[src/rtl/serial_subtractor.sv]
// serial_subtractor: bit-serial unsigned A-B, LSB first, one full-subtractor cell and a registered borrow.
// Define SERIAL_SUBTRACTOR_OVF_EN to add the signed-overflow output ovf.
module serial_subtractor #(
  parameter int WIDTH = 8
) (
  input  logic             clk,
  input  logic             rst_n,
  input  logic             in_valid,
  output logic             in_ready,
  input  logic [WIDTH-1:0] a,
  input  logic [WIDTH-1:0] b,
  output logic             out_valid,
  input  logic             out_ready,
  output logic [WIDTH-1:0] diff,
  output logic             borrow
`ifdef SERIAL_SUBTRACTOR_OVF_EN
  ,
  output logic             ovf
`endif
);
  localparam int CW = $clog2(WIDTH);
  typedef enum logic [1:0] {IDLE, RUN, DONE} state_t;
  state_t           r_state, w_next;
  logic [WIDTH-1:0] r_a, r_b, r_diff;
  logic [CW-1:0]    r_cnt;
  logic             r_borrow;
  logic             w_x, w_y, w_d, w_bo, w_last;
  assign w_x    = r_a[0];
  assign w_y    = r_b[0];
  assign w_d    = w_x ^ w_y ^ r_borrow;
  assign w_bo   = (~w_x & w_y) | (~(w_x ^ w_y) & r_borrow);
  assign w_last = r_cnt == CW'(WIDTH - 1);
  assign diff   = r_diff;
  assign borrow = r_borrow;
  always_comb begin
    w_next    = r_state;
    in_ready  = 1'b0;
    out_valid = 1'b0;
    case (r_state)
      IDLE: begin
        in_ready = 1'b1;
        w_next   = in_valid ? RUN : IDLE;
      end
      RUN:  w_next = w_last ? DONE : RUN;
      DONE: begin
        out_valid = 1'b1;
        w_next    = out_ready ? IDLE : DONE;
      end
      default: w_next = IDLE;
    endcase
  end
  always_ff @(posedge clk or negedge rst_n) begin
    if (!rst_n) r_state <= IDLE;
    else        r_state <= w_next;
  end
  // Difference bits enter at the MSB so the LSB lands at bit 0 after WIDTH shifts.
  always_ff @(posedge clk or negedge rst_n) begin
    if (!rst_n) begin
      r_a      <= '0;
      r_b      <= '0;
      r_diff   <= '0;
      r_borrow <= 1'b0;
      r_cnt    <= '0;
    end else if (r_state == IDLE && in_valid) begin
      r_a      <= a;
      r_b      <= b;
      r_borrow <= 1'b0;
      r_cnt    <= '0;
    end else if (r_state == RUN) begin
      r_a      <= r_a >> 1;
      r_b      <= r_b >> 1;
      r_diff   <= {w_d, r_diff[WIDTH-1:1]};
      r_borrow <= w_bo;
      r_cnt    <= r_cnt + CW'(1);
    end
  end
`ifdef SERIAL_SUBTRACTOR_OVF_EN
  logic r_ovf;
  // On the last bit x and y are the latched operand MSBs and d is the result MSB.
  always_ff @(posedge clk or negedge rst_n) begin
    if (!rst_n)                      r_ovf <= 1'b0;
    else if (r_state == RUN && w_last) r_ovf <= (w_x ^ w_y) & (w_d ^ w_x);
  end
  assign ovf = r_ovf;
`endif
endmodule
[config.mk]
export PLATFORM = sky130hd
export DESIGN_NAME = serial_subtractor
export DESIGN_NICKNAME = d
export VERILOG_FILES = /design/src/rtl/serial_subtractor.sv
export SDC_FILE = /design/constraint.sdc
export NUM_CORES = 1
export LEC_CHECK = 0
export ABC_AREA = 1
export CAP_MARGIN = 15
export CELL_PAD_IN_SITES_DETAIL_PLACEMENT = 0
export CELL_PAD_IN_SITES_GLOBAL_PLACEMENT = 1
export CORE_MARGIN = 8
export CORE_UTILIZATION = 37
export DETAILED_ROUTE_END_ITERATION = 16
export GPL_ROUTABILITY_DRIVEN = 0
export PLACE_DENSITY_LB_ADDON = 0.1
export SLEW_MARGIN = 5
export SYNTH_ARGS = -nofsm -noshare
export SYNTH_HDL_FRONTEND = slang
export SYNTH_SLANG_ARGS = --single-unit
[constraint.sdc]
create_clock -name clk -period 1.2 [get_ports clk]
set_input_delay 0.18 -clock clk [delete_from_list [all_inputs] [get_ports clk]]
set_output_delay 0.18 -clock clk [all_outputs]
set_load 0.02 [all_outputs]
* Word level (Yosys, flattened, before mapping)
Cells that the tools add are included.
W data, S select, Z words.
** Word-level totals
- Bits in registers :: 30
- Input port bits :: 20
- Output and inout bits :: 11
- Word-level logic and storage cells :: 36
** Operators by class
- $add $sub $neg :: 1
- Equality and inequality tests :: 3
- Muxes and demuxes :: 14
- Bitwise operators :: 8
- Reduce and logical (&&, ||, !) cells :: 4
** Operator list (count)
- $mux W8 :: 4
- $mux W3 :: 2
- $pmux W2 S3 :: 1
- $mux W1 :: 5
- $mux W2 :: 2
- $add A3 B1 Y3 const B :: 1
- $eq A3 B3 Y1 const B :: 1
- $not A1 Y1 :: 3
- $and A1 B1 Y1 :: 2
- $eq A2 B1 Y1 const B :: 1
- $eq A2 B2 Y1 const B :: 1
- $logic_not A2 Y1 :: 1
- $reduce_and A2 Y1 :: 1
- $reduce_bool A2 Y1 :: 1
- $xor A1 B1 Y1 :: 2
- $logic_and A1 B1 Y1 :: 1
- $or A1 B1 Y1 :: 1

* Logic depth before layout (Yosys ltp)
- Word-level depth :: 6
- Mapped depth :: 7

* Least setup slack after synthesis
No wires, ideal clock.
- Kind :: register to output
- From :: register r_state[0]
- To :: output out_valid
- Arrival :: 0.966 ns
- Data required time :: 1.020 ns
- Setup slack :: 0.054 ns
- Cell stages (with the launch flop) :: 4
- Path buffers :: 2
- Cell sequence :: dfrtp_1 -> buf_6 -> buf_2 -> nor2_1
** On the way
- Longest elaborated chain between the ends :: 2
** Ends and longest elaborated chain
- start, declared :: line 23 : state_t r_state, w_next;
- start signal, assigned :: line 54 : else r_state <= w_next;
- $eq A2 B2 Y1 :: line 39 : case (r_state)
- $mux W1 :: line 39
- end, declared :: line 12 : output logic out_valid,
Every way passes these cells.

* Worst setup path in the final report
- From :: register r_state[0]
- To :: output in_ready
** On the way
- Longest elaborated chain between the ends :: 2
** Ends and longest elaborated chain
- $logic_not A2 Y1 :: line 39
- $mux W1 :: line 39
- end, declared :: line 9 : output logic in_ready,
Every way passes these cells.

==> summary.md <==
| Metric | Value |
|---|---|
| Relative slew slack | `72.3%` |
| Final net count | `249` |
| Max cap viols | `0` |
| GRT Util Overall | `12.1%` |
| Peak supply drop | `1.55 mV` |
| Final TNS setup | `-0.424 ns` |
| DR WL/cell | `13.2 µm` |
| Num CTS Buffers | `5` |
| Final-layout fill cell count | `369` |
| CP Launch Type | `flop` |
| Clk Latency, worst-skew pair | `0.28 ns` |
| Synth Warn # | `0` |
| Design Area, Final | `2170 µm²` |
| HPWL after detailed placement | `2420 µm` |
| Final Hold Vio Count | `0` |
| Crit Path Max Fanout | `3` |
| PwrDens | `2430 nW/µm²` |
| Routed vias/inst | `4.80` |
| Status | `finished with violations` |
| Initial antenna violation count | `0` |
| Worst endpoint data arrival time | `1.09 ns` |
| WP data required | `1.02 ns` |
| Worst slew pin tran | `0.415 ns` |
| Hold buffers post-CTS | `0` |
| Worst-path clk slew | `0.06 ns` |
| Final number of setup-violating endpoints | `20` |
| Post-synthesis sequential area ratio | `48.8%` |
| First-pass GRT wire length | `6190 µm` |
| TritonCTS clock tree | `done` |
| Placed instance count | `261` |
| Remaining antenna violation count | `0` |
| Via count | `1,330` |
| Placed cell area | `1890 µm²` |
| Root buf cell | `clkbuf_8` |
| Pleak | `0.00112 µW` |
| Worst Setup End Kind | `output port` |
| Rows | `23` |
| Final instance count without filler cells | `277` |
| Clock skew | `0.00197 ns` |
| Core Box Area | `4000 µm²` |
| Worst-case reg-to-reg path depth | `6` |
| Layout cells sized above 1 | `27.8%` |
| Avg Inst Size Synth | `8.50 µm²` |
| Total Die Area | `6470 µm²` |
| H-tree depth | `2` |
| Failing checks | `setup timing` |
| Slew Viols, Final | `0` |
| Syn-to-layout area delta | `40.8%` |
| DRT Pass-1 Iters | `4` |
| Pwr Total | `5250 µW` |
| WL final | `3660 µm` |
| Distinct cell type count after synthesis | `20` |
| Unrepaired setup endpoints after global routing | `true` |
| Synth Cell Area | `1540 µm²` |
| Critical path class | `reg2out` |
| Post-synthesis cell count | `181` |
| Die width | `80.5 µm` |
| Post-layout minimum cycle time | `1.27 ns` |
| ANT cells | `0` |
| DRC | `0` |
| Largest net degree at the start of global routing | `31` |
| FMAX | `0.788 GHz` |
| Initial Util | `38.4%` |
| CTS Buffer Depth | `2` |
| IO Pins | `31` |
| Vias in the first global route | `1,316` |
| Port Buffers | `30` |
| GRT overflow | `0` |
| CTS Sinks | `30` |
| Period utilization | `106%` |
| Hold Path Class | `in2async` |
| Vert. Die Dim | `80.5 µm` |
| Drt first-iter violations | `74` |
| Fin worst setup slack | `-0.0685 ns` |
| Syn_nets | `204` |
| Synthesis-stage register bit count | `30` |
==> kinds of logic after synthesis <==
group,share of synthesized area [%]
and+or+nand+nor,31.9
buffers and inverters,11.3
DFF,48.8
adders and majority gates,2.93
AOI/OAI and AO/OA,5.04
==> what timing repair did <==
item,in CTS,in global routing
pin swaps,1,9
gates resized for setup,34,34
buffers inserted,4,2
setup endpoints to repair,41,32
cloned,1,1
==> worst paths after layout <==
path	endpoint	slack, ns	start
setup / recovery	in_ready	-0.07	r_state[0]
hold / removal	r_b[2]	0.26	rst_n
setup reg to reg	r_cnt[0]	-0.04	r_state[0]
hold reg to reg	r_cnt[2]	0.48	r_cnt[2]
max in group asynchronous	r_state[1]	0.75	rst_n
min in group clk	r_b[2]	0.41	in_valid
==> where the power goes <==
| group | switching [µW] | internal [µW] |
|---|---|---|
| registers | 308 | 1470 |
| clock network | 382 | 462 |
| logic | 1440 | 1190 |
| total | 2130 | 3120 |
==> registers in the layout, summed over array words and instances (netlist names) <==
register	cells
r_cnt	3
diff	8
r_state	2
borrow	1
r_a	8
r_b	8
==> placed cells by master (no fill, tap or decap), drive strengths merged <==
| cell type | count |
|---|---|
| clkdlybuf4s15 | 5 |
| clkinv | 1 |
| fa | 1 |
| clkdlybuf4s50 | 18 |
| dlygate4sd2 | 3 |
| clkbuf | 8 |
| nor2 | 2 |
| inv | 17 |
| nand3 | 30 |
| buf | 21 |
| o21ai | 10 |
| ha | 2 |
| nand2 | 77 |
| dlymetal6s2s | 1 |
| dfrtp | 30 |
| o31ai | 1 |
==> Yosys cell counts <==
master | instances | area, µm²
nand2_1 | 72 | 270
dfrtp_1 | 30 | 751
nand3_1 | 28 | 140
inv_1 | 15 | 56.3
buf_6 | 6 | 67.6
o21ai_0 | 5 | 25.0
nand2_2 | 4 | 25.0
o21ai_2 | 4 | 35.0
buf_2 | 3 | 15.0
ha_1 | 2 | 25.0
inv_4 | 2 | 12.5
nand3_2 | 2 | 20.0
buf_4 | 1 | 7.51
buf_8 | 1 | 15.0
fa_1 | 1 | 20.0
nand2_4 | 1 | 11.3
nor2_1 | 1 | 3.75
nor2_8 | 1 | 20.0
o21ai_1 | 1 | 5.00
o31ai_2 | 1 | 12.5
==> routing by layer <==
layer / part of all wire (%) / vias up / global-route usage (%)
met5: 0 / - / 0
met4: 1.5 / 0 / 4.91
met3: 6.9 / 6 / 4.69
met2: 46 / 42 / 18.2
met1: 46 / 630 / 15.1
li1: - / 652 / -
==> critical path, cell delays in order, from the launching register on <==
cell and delay [ns]:
dfrtp_2 0.42, buf_6 0.14, nor2_8 0.12, buf_6 0.13
==> final cells by class <==
class / count / area (µm²) / area share, %
repair buffers: 49 / 494 / 22.8
well taps: 50 / 62.6 / 2.89
inverters: 17 / 71.3 / 3.29
clock inverters: 1 / 5.00 / 0.231
multi-input cells: 123 / 693 / 32.0
clock buffers: 7 / 86.3 / 3.99
flip-flops and latches: 30 / 753 / 34.8
==> through the flow <==
stage / setup slack [ns] / utilization [%] / hold WS (ns)
2_1_floorplan: 0.0536 / - / -0.116
3_3_place_gp: -0.228 / 47.3 / 0.458
3_5_place_dp: -0.235 / 47.3 / 0.460
4_1_cts: -0.101 / 51.3 / 0.268
5_1_grt: -0.114 / 54.1 / 0.268
6_report: -0.0685 / 54.1 / 0.265
(Power assumes the default switching activity.)
